`src/rtl/mpmc11_req_seq.sv`:
```
// Single-channel request sequencer for mpmc11: one read/write request in,
// MIG-style app command/write-data/read-return handshakes out, timeout abort.
package mpmc11_pkg;
    typedef enum logic [2:0] {
        IDLE       = 3'd0,
        WRITE_DATA = 3'd1,
        SET_CMD    = 3'd2,
        WAIT_RD    = 3'd3,
        ACK        = 3'd4
    } mpmc11_state_t;
endpackage

module mpmc11_req_seq
    import mpmc11_pkg::*;
#(
    parameter int AWID = 32,
    parameter int DWID = 128
) (
    input  logic                clk,
    input  logic                rst_n,
    input  logic                req,
    input  logic                we,
    input  logic [AWID-1:0]     adr,
    input  logic [DWID-1:0]     dat,
    input  logic [DWID/8-1:0]   sel,
    output logic                ack,
    output logic                err,
    output logic [DWID-1:0]     rdat,
    output logic                busy,
    output mpmc11_state_t       state,
    output mpmc11_state_t       prev_state,
    input  logic [15:0]         to_cnt,
    output logic                app_en,
    output logic [2:0]          app_cmd,
    output logic [AWID-1:0]     app_addr,
    input  logic                app_rdy,
    output logic                app_wdf_wren,
    output logic                app_wdf_end,
    output logic [DWID-1:0]     app_wdf_data,
    output logic [DWID/8-1:0]   app_wdf_mask,
    input  logic                app_wdf_rdy,
    input  logic [DWID-1:0]     app_rd_data,
    input  logic                app_rd_data_valid
);

    localparam logic [2:0] CMD_WR = 3'b000;
    localparam logic [2:0] CMD_RD = 3'b001;

    mpmc11_state_t      state_n;
    logic               we_q, we_n;
    logic               ack_n, err_n, en_n, wren_n;
    logic [2:0]         cmd_n;
    logic [AWID-1:0]    addr_n;
    logic [DWID-1:0]    data_n, rdat_n;
    logic [DWID/8-1:0]  mask_n;
    logic               timeout;

    // Only bit 9 of the stall count matters here.
    logic unused_to;
    assign unused_to = ^{to_cnt[15:10], to_cnt[8:0]};

    assign timeout = to_cnt[9] &&
                     (state == WRITE_DATA || state == SET_CMD || state == WAIT_RD);

    always_comb begin
        state_n = state;
        we_n    = we_q;
        ack_n   = 1'b0;
        err_n   = 1'b0;
        en_n    = app_en;
        cmd_n   = app_cmd;
        addr_n  = app_addr;
        wren_n  = app_wdf_wren;
        data_n  = app_wdf_data;
        mask_n  = app_wdf_mask;
        rdat_n  = rdat;

        // Abort takes priority over any handshake finishing this cycle.
        if (timeout) begin
            en_n    = 1'b0;
            wren_n  = 1'b0;
            ack_n   = 1'b1;
            err_n   = 1'b1;
            state_n = ACK;
        end else begin
            case (state)
                IDLE: begin
                    if (req) begin
                        we_n   = we;
                        addr_n = adr;
                        data_n = dat;
                        mask_n = ~sel;
                        if (we) begin
                            wren_n  = 1'b1;
                            state_n = WRITE_DATA;
                        end else begin
                            en_n    = 1'b1;
                            cmd_n   = CMD_RD;
                            state_n = SET_CMD;
                        end
                    end
                end
                WRITE_DATA: begin
                    if (app_wdf_rdy) begin
                        wren_n  = 1'b0;
                        en_n    = 1'b1;
                        cmd_n   = CMD_WR;
                        state_n = SET_CMD;
                    end
                end
                SET_CMD: begin
                    if (app_rdy) begin
                        en_n = 1'b0;
                        if (we_q) begin
                            ack_n   = 1'b1;
                            state_n = ACK;
                        end else begin
                            state_n = WAIT_RD;
                        end
                    end
                end
                WAIT_RD: begin
                    if (app_rd_data_valid) begin
                        rdat_n  = app_rd_data;
                        ack_n   = 1'b1;
                        state_n = ACK;
                    end
                end
                ACK:     state_n = IDLE;
                default: state_n = IDLE;
            endcase
        end
    end

    always_ff @(posedge clk) begin
        if (!rst_n) begin
            state        <= IDLE;
            prev_state   <= IDLE;
            busy         <= 1'b0;
            we_q         <= 1'b0;
            ack          <= 1'b0;
            err          <= 1'b0;
            rdat         <= '0;
            app_en       <= 1'b0;
            app_cmd      <= '0;
            app_addr     <= '0;
            app_wdf_wren <= 1'b0;
            app_wdf_end  <= 1'b0;
            app_wdf_data <= '0;
            app_wdf_mask <= '0;
        end else begin
            state        <= state_n;
            prev_state   <= state;
            busy         <= (state_n != IDLE);
            we_q         <= we_n;
            ack          <= ack_n;
            err          <= err_n;
            rdat         <= rdat_n;
            app_en       <= en_n;
            app_cmd      <= cmd_n;
            app_addr     <= addr_n;
            app_wdf_wren <= wren_n;
            app_wdf_end  <= wren_n;
            app_wdf_data <= data_n;
            app_wdf_mask <= mask_n;
        end
    end

endmodule

```
`config.mk`:
```
export PLATFORM = sky130hd
export DESIGN_NAME = mpmc11_req_seq
export DESIGN_NICKNAME = d
export VERILOG_FILES = /design/src/rtl/mpmc11_req_seq.sv
export SDC_FILE = /design/constraint.sdc
export NUM_CORES = 1
export LEC_CHECK = 0
export CORE_AREA = 10 10 243 245
export CTS_CLUSTER_SIZE = 10
export DETAILED_ROUTE_END_ITERATION = 6
export DIE_AREA = 0 0 253 255
export GPL_TIMING_DRIVEN = 0
export PLACE_DENSITY = 0.51
export SYNTH_ARGS = -nofsm -noshare
export SYNTH_HDL_FRONTEND = slang
export SYNTH_SLANG_ARGS = --single-unit
export TNS_END_PERCENT = 50
```
`constraint.sdc`:
```
create_clock -name clk -period 2.6 [get_ports clk]
set_input_delay 0.52 -clock clk [delete_from_list [all_inputs] [get_ports clk]]
set_output_delay 0.52 -clock clk [all_outputs]
set_load 0.01 [all_outputs]
```
---- Word-level counts from Yosys, hierarchy flattened ----
Cells that the tools add are included.
operators by class
  equal/unequal tests ..................... 8
  muxes and demuxes ....................... 27
  bitwise gates (word level) .............. 3
  reductions and logical operators ........ 13
operator list
  kind                                            count
  two-way mux 3 bit                               9
  NOT 16 bit                                      1
  two-way mux 1 bit                               12
  one-hot mux 3 bit (4 select lines)              1
  inequality test 2 bit (second input constant)   5
  AND reduction 5 bit                             2
  == test 3 x 2 -> 1 bit (second input constant)  2
  one-hot mux 3 bit (2 select lines)              1
  AND reduction 3 bit                             2
  nonzero test 3 bit                              2
  one-hot mux 1 bit (2 select lines)              2
  AND reduction 4 bit                             1
  == test 3 x 1 -> 1 bit (second input constant)  1
  logical NOT 3 bit                               1
  one-hot mux 1 bit (3 select lines)              1
  logical OR 1 bit                                2
  two-way mux 2 bit                               1
  NOT 1 bit                                       2
  nonzero test 2 bit                              1
  OR reduction 2 bit                              1
  logical AND 1 bit                               1
storage, ports and cells
  flip-flop bits (word level) ............. 319
  bits of input ports ..................... 327
  output and inout port bits .............. 319
  word-level logic and storage cells ...... 64

---- Longest topological paths before layout ----
Gate-level depths: netlist (run 1).
  depth after elaboration ................. 6
  mapped depth ............................ 7
  depth with buffers taken out ............ 3

---- Worst setup path before layout (run 1) ----
No wires, ideal clock.
  path kind ............................... reg2reg
  start ................................... reg state[0]
  end ..................................... reg app_addr[0]
  setup time .............................. 0.132 ns
  data arrival time ....................... 1.488 ns
  data required time ...................... 2.468 ns
  setup slack ............................. 0.980 ns
  stages on the path, launching flop included .. 8
  buffers on the path ..................... 4
  period minus slack after synthesis ...... 1.620 ns
  cell sequence ........................... dfxtp_1 -> buf_6 -> or4b_1 -> buf_4 -> buf_6 -> buf_6 -> nand2_1 -> a21oi_1
on the way
  word-level cells in the longest chain between the ends .. 6
  elaborated cells on any way between the ends .. 9
  classes of those cells .................. 3 x eq/ne; 1 x bitwise; 5 x reduce/logical
RTL lines
  what                                                                     RTL line  source
  start: declaration                                                       30        output mpmc11_state_t state,
  start signal: assignment                                                 152       state <= state_n;
  == test 3 x 1 -> 1 bit / == test 3 x 2 -> 1 bit (equally long branches)  63        (state == WRITE_DATA || state == SET_CMD || state == WAIT_RD);
  logical OR 1 bit (2 in a row)                                            63
  logical AND 1 bit                                                        62        assign timeout = to_cnt[9] &&
  NOT 1 bit (no source line)                                               --
  AND reduction 3 bit (no source line) *                                   --
  end signal: assignment                                                   161       app_addr <= addr_n;
  end: declaration                                                         35        output logic [AWID-1:0] app_addr,
Mark *: on every way between the ends. The rest lies on a longest branch, timed or not.
A chain may end at the register's enable or synchronous reset.

---- Worst setup path in the final report (run 1) ----
  start ................................... in rst_n
  end ..................................... reg rdat[56]
RTL lines
  what                    RTL line  source
  start: declaration      20        input logic rst_n,
  end signal: assignment  158       rdat <= rdat_n;
  end: declaration        28        output logic [DWID-1:0] rdat,
No word-level cell between the ends.

==> flow_metrics.tcl, run 1 <==
set metrics [dict create \
    vdd_drop_max_mv 0.373 \
    finalClockSkew_ns 0.0232 \
    h-tree-depth 2 \
    outcome "completed" \
    port_buffers 628 \
    cts.sinks 317 \
    synthFlopType "dfxtp_1" \
    die_y_um 255 \
    power.density_mw_per_mm2 690 \
    synth_top_area_share_pct 55.5 \
    yosys_warnings 0 \
    synthCells 1402 \
    grt-ovfl-total 0 \
    first_global_vias 12500 \
    synth.distinct_cells 35 \
    worstHoldPathType "reg -> reg" \
    synth_seq_area_share_pct 55.5 \
    fin_crit_sh_pct 86.6 \
    grt_pass1_wl_mm 82.3 \
    wl_per_cell_um 20.7 \
    firstDrtPassIters 5 \
    grt_use_total_pct 16.8 \
    min_period_ns 2.25 \
    critical_path.max_fanout 10 \
    clk_pin_slew_ns 0.05 \
    utilization_pct 36.4 \
    die-area_mm2 0.0645 \
    placed_cell_area_mm2 0.0186 \
    cts_tree "yes" \
    crit_start "rst_n" \
    slew_viol_final 0 \
    vias_per_cell 4.49 \
    rows 86 \
    worst_pin_slew_ns 0.896 \
    core_area_mm2 0.0544 \
    arrival_ns 2.65 \
    io_pins 646 \
    critPathRequiredTime_ns 3.00 \
    yosysMostFrequentCell "nand2_1" \
    leakage_nw 6.88 \
    grt_setup_unrepaired "false" \
    drt_iter0_drc 603 \
    cts-buffers-inserted 40 \
    synthTopCellsByCount "nand2_1, dfxtp_1, a21oi_1, o21ai_0, nand3_1" \
    cts_repair_resize_count 0 \
    dpl.hpwl_mm 45.8 \
    total_power_mw 13.7 \
    crit_path_start_kind "primary input" \
    reg2reg_depth 5 \
    die_w_um 253 \
    hold_buffers 0 \
    area_delta_synth_final_pct 73.2 \
    nets 2400 \
    ant_nets 0 \
    hold_viol 0 \
    initial_core_util_pct 21.0 \
    rr_endpoint "app_wdf_mask[8]" \
    cts_setup_buffers 0 \
    fillerInstances 5516 \
    seq_area_mm2 0.00635 \
    synth.area.top_cells "dfxtp_1, a21oi_1, nand2_1" \
    multiInputGateArea_mm2 0.00444 \
    clk_latency_ns 0.55 \
    setup_viol 0 \
    synth_edf_count 0 \
    drc_errors 0 \
    ys_ff_latch 317 \
    clk_path_buf_depth 3 \
    antenna_found_initial 11 \
    final-instance-count-excl-fill 2800 \
    netlist_area_mm2 0.0114 \
    drt-total-wl_mm 57.9 \
    cts_root_buffer "clkbuf_16" \
    r2r_setup_slack_ns 0.40 \
    fin_tns_setup_ns 0 \
    placedCellCount 2735 \
    grt_max_degree 11 \
    gp_congestion 0.832 \
    syn_avg_cell_area_um2 8.16 \
    yosysTopAreaCell "dfxtp_1" \
    async_flop_share_pct 0 \
    route.vias.total 12600 \
    crit_end "rdat[56]" \
    critical_path_class "in -> reg" \
    critPathCaptureType "flop" \
    fmax_mhz 444 \
    drive_gt1_share_pct 5.12 \
    r2r_start "state[0]" \
    drv_cap 0 \
    max-slew-margin-rel_pct 40.2 \
    final_area_mm2 0.0198 \
]
-- worst min path at each step --
stage,startpoint,cells past startpoint,endpoint,slack (ns)
after floorplan,we_q,2,we_q,0.45
after global placement,app_wdf_data[47],2,app_wdf_data[47],0.44
after detailed placement,app_addr[2],2,app_addr[2],0.45
after CTS,app_addr[2],2,app_addr[2],0.45
after global routing,app_wdf_data[102],2,app_wdf_data[102],0.47
final,app_addr[5],2,app_addr[5],0.45
-- placed cells by master (no fill, tap or decap), drive strengths merged, types with 4 or more instances in the layout --
| master | n |
|---|---|
| clkbuf | 140 |
| clkdlybuf4s50 | 628 |
| nand3 | 128 |
| nand2 | 324 |
| inv | 4 |
| diode | 7 |
| o21ai | 134 |
| a21oi | 294 |
| a211oi | 17 |
| nor2 | 21 |
| buf | 50 |
| dfxtp | 317 |
-- report_power, final --
part	switching [mW]	internal, mW	total, mW
Combinational	1.51	1.48	2.98
Sequential	0.218	5.25	5.47
Clock	2.09	3.13	5.22
-- registers in the layout (all words and copies together) (netlist names) --
name and cells:
app_wdf_mask 16, ack 1, app_wdf_end 1, err 1, prev_state 3, app_cmd 1
busy 1, rdat 128, app_addr 32, app_wdf_data 128, app_en 1, state 3
we_q 1
-- cells by family (layout without fill, tap and decap cells) --
kind of cell	Yosys count	after routing	synth area share (%)
AND/OR/NAND/NOR	492	492	18.3
AO/OA/AOI/OAI	453	453	20.5
flip-flops	317	317	55.5
buffers and inverters	139	825	5.78
other	1	9	0.0328
-- stage by stage --
step                setup WS, ns  hold WS, ns
floorplan                  0.980        0.451
global placement          -0.406        0.441
detailed placement        -0.461        0.446
CTS                        0.116        0.453
global route              0.0468        0.466
finish                     0.349        0.451
-- metal layers --
layer	part of all wire (%)	GRT usage, %	vias to the layer above
met5	0.022	0	-
met4	2.6	5.90	2
met3	9.4	6.15	72
met2	50	29.2	497
met1	38	18.7	5897
li1	-	-	6099
-- critical path, stage by stage --
cell	delay, ns
clkdlybuf4s50_1	0.53
inv_2	0.29
clkbuf_1	0.71
clkbuf_1	0.50
a21oi_1	0.09
-- area by class of cell --
cell class,instances,area share (%)
Inverter,4,0.0757
Timing Repair Buffer,628,31.7
Sequential cell,317,32.0
Multi-Input combinational cell,947,22.4
Tap cell,704,4.44
Clock inverter,3,0.215
Clock buffer,55,5.79
Buffer,135,3.26
Antenna cell,7,0.0884
Note: power is estimated with default switching activity, not from simulation.
==> inputs of run 2 (changes only) <==
--- a/config.mk
+++ b/config.mk
@@ -10,7 +10,6 @@
 export DETAILED_ROUTE_END_ITERATION = 6
 export DIE_AREA = 0 0 253 255
 export GPL_TIMING_DRIVEN = 0
-export PLACE_DENSITY = 0.51
 export SYNTH_ARGS = -nofsm -noshare
 export SYNTH_HDL_FRONTEND = slang
 export SYNTH_SLANG_ARGS = --single-unit
==> flow_metrics.tcl, run 2 (same netlist as run 1, synthesis figures left out) <==
set metrics [dict create \
    slew_viol_final 0 \
    vdd_drop_max_mv 0.411 \
    met1_length_mm 21.8 \
    drive_gt1_share_pct 4.94 \
    placedCellCount 2735 \
    cts_root_buffer "clkbuf_16" \
    final_cell_mix "clkdlybuf4s50_1, nand2_1, dfxtp_1" \
    clk_latency_ns 0.54 \
    pwr-share-clk_pct 37.2 \
    antenna_found_initial 4 \
    outcome "completed" \
    nets 2399 \
    crit_path_start_kind "primary input" \
    first_global_vias 12700 \
    reg2reg_depth 5 \
    holdPathEnd "app_wdf_data[40]" \
    port_buffers 628 \
    dr_wl_met2_mm 27.5 \
    gp_congestion 0.875 \
    cts_tree "yes" \
    power.density_mw_per_mm2 684 \
    utilization_pct 36.2 \
    wl_per_cell_um 20.6 \
    routed.top_layer "met5" \
    hold_path.startpoint "app_wdf_data[40]" \
    route.vias.total 12600 \
    vias_per_cell 4.52 \
    worst_pin_slew_ns 0.927 \
    core_area_mm2 0.0544 \
    rows 86 \
    clk_pin_slew_ns 0.06 \
    hold_buffers 0 \
    firstDrtPassIters 5 \
    hold_viol 0 \
    dp_slack_ns -0.232 \
    die_y_um 255 \
    power_frac_seq_pct 40.5 \
    final_common_cell "clkdlybuf4s50_1" \
    critical_path_class "in -> reg" \
    critPathRequiredTime_ns 3.00 \
    setup_ws_ns 0.402 \
    dpl.hpwl_mm 45.5 \
    r2r_setup_slack_ns 0.65 \
    ant_nets 0 \
    grt-ovfl-total 0 \
    r2r_start "state[0]" \
    die-area_mm2 0.0645 \
    drv_cap 0 \
    critical_path.max_fanout 10 \
    finalClockSkew_ns 0.0121 \
    rr_endpoint "app_wdf_mask[14]" \
    drc_errors 0 \
    die_w_um 253 \
    holdWs_ns 0.451 \
    grt_use_total_pct 16.6 \
    cts.sinks 317 \
    setup_viol 0 \
    io_pins 646 \
    fmax_mhz 455 \
    final-instance-count-excl-fill 2789 \
    reg_top3 "app_wdf_data (128), rdat (128), app_addr (32)" \
    grt_pass1_wl_mm 81.9 \
    power_frac_comb_pct 22.4 \
    cts_setup_buffers 0 \
    dr_wl_met3_mm 6.29 \
    drt-total-wl_mm 57.4 \
    p_switching_mw 3.86 \
    grt_setup_unrepaired "false" \
    clk_path_buf_depth 3 \
    h-tree-depth 2 \
    critPathCaptureType "flop" \
    cts-buffers-inserted 39 \
    max-slew-margin-rel_pct 38.2 \
    initial_core_util_pct 21.0 \
    min_period_ns 2.20 \
    grt_max_degree 11 \
    fin_crit_sh_pct 84.5 \
    leakage_nw 6.83 \
    p_sw_share_pct 28.6 \
    cts_repair_resize_count 0 \
    arrival_ns 2.60 \
    intPower_mw 9.64 \
    drt_iter0_drc 643 \
    worstHoldPathType "reg -> reg" \
    area_delta_synth_final_pct 72.5 \
    min_path_cells 2 \
]
## run 2: layout make-up
| class | instances | area (um^2) |
|---|---|---|
| Fill cell | 5564 | 34700 |
| Sequential cell | 317 | 6350 |
| Timing Repair Buffer | 628 | 6290 |
| Multi-Input combinational cell | 947 | 4440 |
| Clock buffer | 47 | 1050 |
| Tap cell | 704 | 881 |
| Buffer | 135 | 647 |
| Clock inverter | 5 | 70.1 |
| Inverter | 4 | 15.0 |
| Antenna cell | 2 | 5.00 |
## run 2: worst max path at each step
| stage | from | endpoint | slack (ns) | cells after the start |
|---|---|---|---|---|
| 2_1_floorplan | state[0] | app_addr[0] | 0.98 | 7 |
| 3_3_place_gp | rst_n | rdat[58] | -0.24 | 5 |
| 3_5_place_dp | rst_n | rdat[39] | -0.23 | 5 |
| 4_1_cts | rst_n | rdat[39] | 0.36 | 5 |
| 5_1_grt | rst_n | app_wdf_data[106] | 0.22 | 5 |
| 6_report | rst_n | rdat[39] | 0.40 | 5 |
## run 2: power by group through the flow
stage	Clock [mW]	Sequential (mW)	Combinational, mW
floorplan	0	5.72	1.06
global placement	0	5.55	3.04
detailed placement	0	5.56	3.07
CTS	5.18	5.47	3.08
global route	5.35	5.51	3.29
finish	5.02	5.47	3.02
## run 2: worst max-delay path, stage by stage
cell and delay [ns]:
clkdlybuf4s50_1 0.51, inv_2 0.26, clkbuf_1 0.72, clkbuf_1 0.49
a21oi_1 0.08
## run 2: routing by layer
metal / track usage (%) / vias up
met5: 0 / -
li1: - / 6093
met4: 5.52 / 2
met3: 7.24 / 93
met1: 18.2 / 5879
met2: 28.6 / 550
## run 2: metrics by stage
step | area [um^2] | total power [mW] | setup TNS (ns)
floorplan | 11400 | 6.77 | 0
global placement | 18600 | 8.59 | -26.34
detailed placement | 18600 | 8.63 | -23.77
CTS | 19700 | 13.7 | 0
global route | 19700 | 14.2 | 0
finish | 19700 | 13.5 | 0
==> inputs of run 3 (changes only) <==
--- a/config.mk
+++ b/config.mk
@@ -5,10 +5,10 @@
 export SDC_FILE = /design/constraint.sdc
 export NUM_CORES = 1
 export LEC_CHECK = 0
-export CORE_AREA = 10 10 243 245
+export CORE_AREA = 10 10 241 243
 export CTS_CLUSTER_SIZE = 10
 export DETAILED_ROUTE_END_ITERATION = 6
-export DIE_AREA = 0 0 253 255
+export DIE_AREA = 0 0 251 253
 export GPL_TIMING_DRIVEN = 0
 export SYNTH_ARGS = -nofsm -noshare
 export SYNTH_HDL_FRONTEND = slang
==> constraint.sdc (replaced) <==
create_clock -name clk -period 1.84 [get_ports clk]
set_input_delay 0.368 -clock clk [delete_from_list [all_inputs] [get_ports clk]]
set_output_delay 0.368 -clock clk [all_outputs]
set_load 0.01 [all_outputs]
==> flow_metrics.tcl, run 3 (same netlist as run 1, synthesis figures left out) <==
set metrics [dict create \
    critical_path_class "reg -> out" \
    total_power_mw 18.9 \
    setup_viol 0 \
    initial_core_util_pct 21.5 \
    fin_crit_sh_pct 97.9 \
    wl_per_cell_um 20.2 \
    cts_root_buffer "clkbuf_16" \
    drive_gt1_share_pct 6.60 \
    holdWs_ns 0.376 \
    gp_congestion 0.890 \
    rr_endpoint "app_addr[23]" \
    worst_pin_slew_ns 0.603 \
    final_cell_mix "clkdlybuf4s50_1, nand2_1, dfxtp_1" \
    grt_pass1_wl_mm 81.2 \
    r2r_setup_slack_ns 0.07 \
    firstDrtPassIters 6 \
    critPathRequiredTime_ns 1.47 \
    dp_slack_ns -1.04 \
    grt-ovfl-total 0 \
    min_period_ns 1.80 \
    power.density_mw_per_mm2 947 \
    crit_end "rdat[91]" \
    outcome "completed" \
    slew_viol_final 0 \
    final_area_mm2 0.0199 \
    cp_top_family "buffers and inverters" \
    core_area_mm2 0.0533 \
    cts-buffers-inserted 39 \
    multiInputGateArea_mm2 0.00445 \
    grt_use_total_pct 16.5 \
    pwr-share-clk_pct 37.4 \
    clk_pin_slew_ns 0.06 \
    dr_wl_met3_mm 4.75 \
    fillerInstances 5467 \
    drt-total-wl_mm 56.3 \
    leakage_nw 9.01 \
    routed.top_layer "met5" \
    h-tree-depth 2 \
    critical_path.max_fanout 2 \
    placedCellCount 2727 \
    clk_latency_ns 0.54 \
    rows 85 \
    reg2reg_depth 7 \
    reg_top3 "app_wdf_data (128), rdat (128), app_addr (32)" \
    ant_nets 0 \
    cp_slowest_stage_delay_ns 0.58 \
    die_y_um 253 \
    area_delta_synth_final_pct 73.9 \
    crit_path_start_kind "flop" \
    dpl.hpwl_mm 44.8 \
    antenna_found_initial 4 \
    drc_errors 0 \
    critPathCaptureType "primary output" \
    cp.buffers_inverters 1 \
    first_global_vias 12600 \
    drt_iter0_drc 584 \
    drv_cap 0 \
    vias_per_cell 4.53 \
    final-instance-count-excl-fill 2788 \
    utilization_pct 37.3 \
    grt_max_degree 11 \
    placed_cell_area_mm2 0.0186 \
    arrival_ns 1.43 \
    finalClockSkew_ns 0.00747 \
    cp_num_cells 1 \
    vdd_drop_max_mv 0.556 \
    io_pins 646 \
    crit_start "rdat[91]" \
    die-area_mm2 0.0635 \
    fin_tns_setup_ns 0 \
    critPathSlowestCell "clkdlybuf4s50_1" \
    intPower_mw 13.5 \
    cts_tree "yes" \
    fmax_mhz 555 \
    port_buffers 628 \
    power_frac_comb_pct 21.7 \
    nets 2400 \
    met1_length_mm 21.9 \
    worstHoldPathType "in -> reg" \
    final_common_cell "clkdlybuf4s50_1" \
    p_switching_mw 5.32 \
    die_w_um 251 \
    route.vias.total 12600 \
    p_sw_share_pct 28.2 \
    setup_ws_ns 0.0386 \
    min_path_cells 3 \
    power_frac_seq_pct 40.9 \
    seq_area_mm2 0.00635 \
    hold_viol 0 \
    r2r_start "state[0]" \
    dr_wl_met2_mm 27.8 \
    clk_path_buf_depth 3 \
    cp_cell_sequence "clkdlybuf4s50_1" \
    max-slew-margin-rel_pct 59.8 \
    cts.sinks 317 \
]
-- run 3: cell types whose count changed in the layout (fill, tap and decap cells not counted), moves of 12 or more --
cell	delta
clkbuf_1	-26
clkdlybuf4s50_1	-220
clkbuf_2	+29
buf_2	-17
dlygate4sd2_1	+135
clkbuf_4	+12
dlymetal6s2s_1	+84
-- run 3: power by group through the flow --
stage          Sequential [mW]  Clock (mW)  Combinational [mW]
6_report                  7.70        7.05                4.10
5_1_grt                   7.76        7.54                4.45
4_1_cts                   7.71        7.26                4.15
3_5_place_dp              7.86           0                4.28
3_3_place_gp              7.83           0                4.25
2_1_floorplan             8.08           0                1.49
-- run 3: worst min path at each step --
stage | start | endpoint | slack [ns]
3_5_place_dp | app_wdf_data[15] | app_wdf_data[15] | 0.45
2_1_floorplan | we_q | we_q | 0.45
6_report | adr[30] | app_addr[30] | 0.38
5_1_grt | app_rd_data[103] | rdat[103] | 0.36
4_1_cts | adr[28] | app_addr[28] | 0.34
3_3_place_gp | app_wdf_data[110] | app_wdf_data[110] | 0.44
-- run 3: layout make-up --
type	instances	area share [%]
well taps	696	4.38
clock inverters	1	0.0252
plain buffers	135	3.74
diodes	2	0.0252
repair buffers	629	31.8
flip-flops and latches	317	31.9
multi-input cells	947	22.4
inverters	4	0.0755
clock buffers	57	5.66
-- run 3: layer usage --
metal,up-vias,global-route usage (%)
li1,6099,-
met2,480,28.5
met3,88,5.88
met4,4,5.73
met1,5953,18.5
met5,-,0
-- run 3: what timing repair did --
action,in CTS,in global routing
gates cloned,0,0
setup endpoints to repair,424,235
pin swaps,1,1
gates resized for setup,160,140
buffers inserted,1,0
hold buffers,0,0
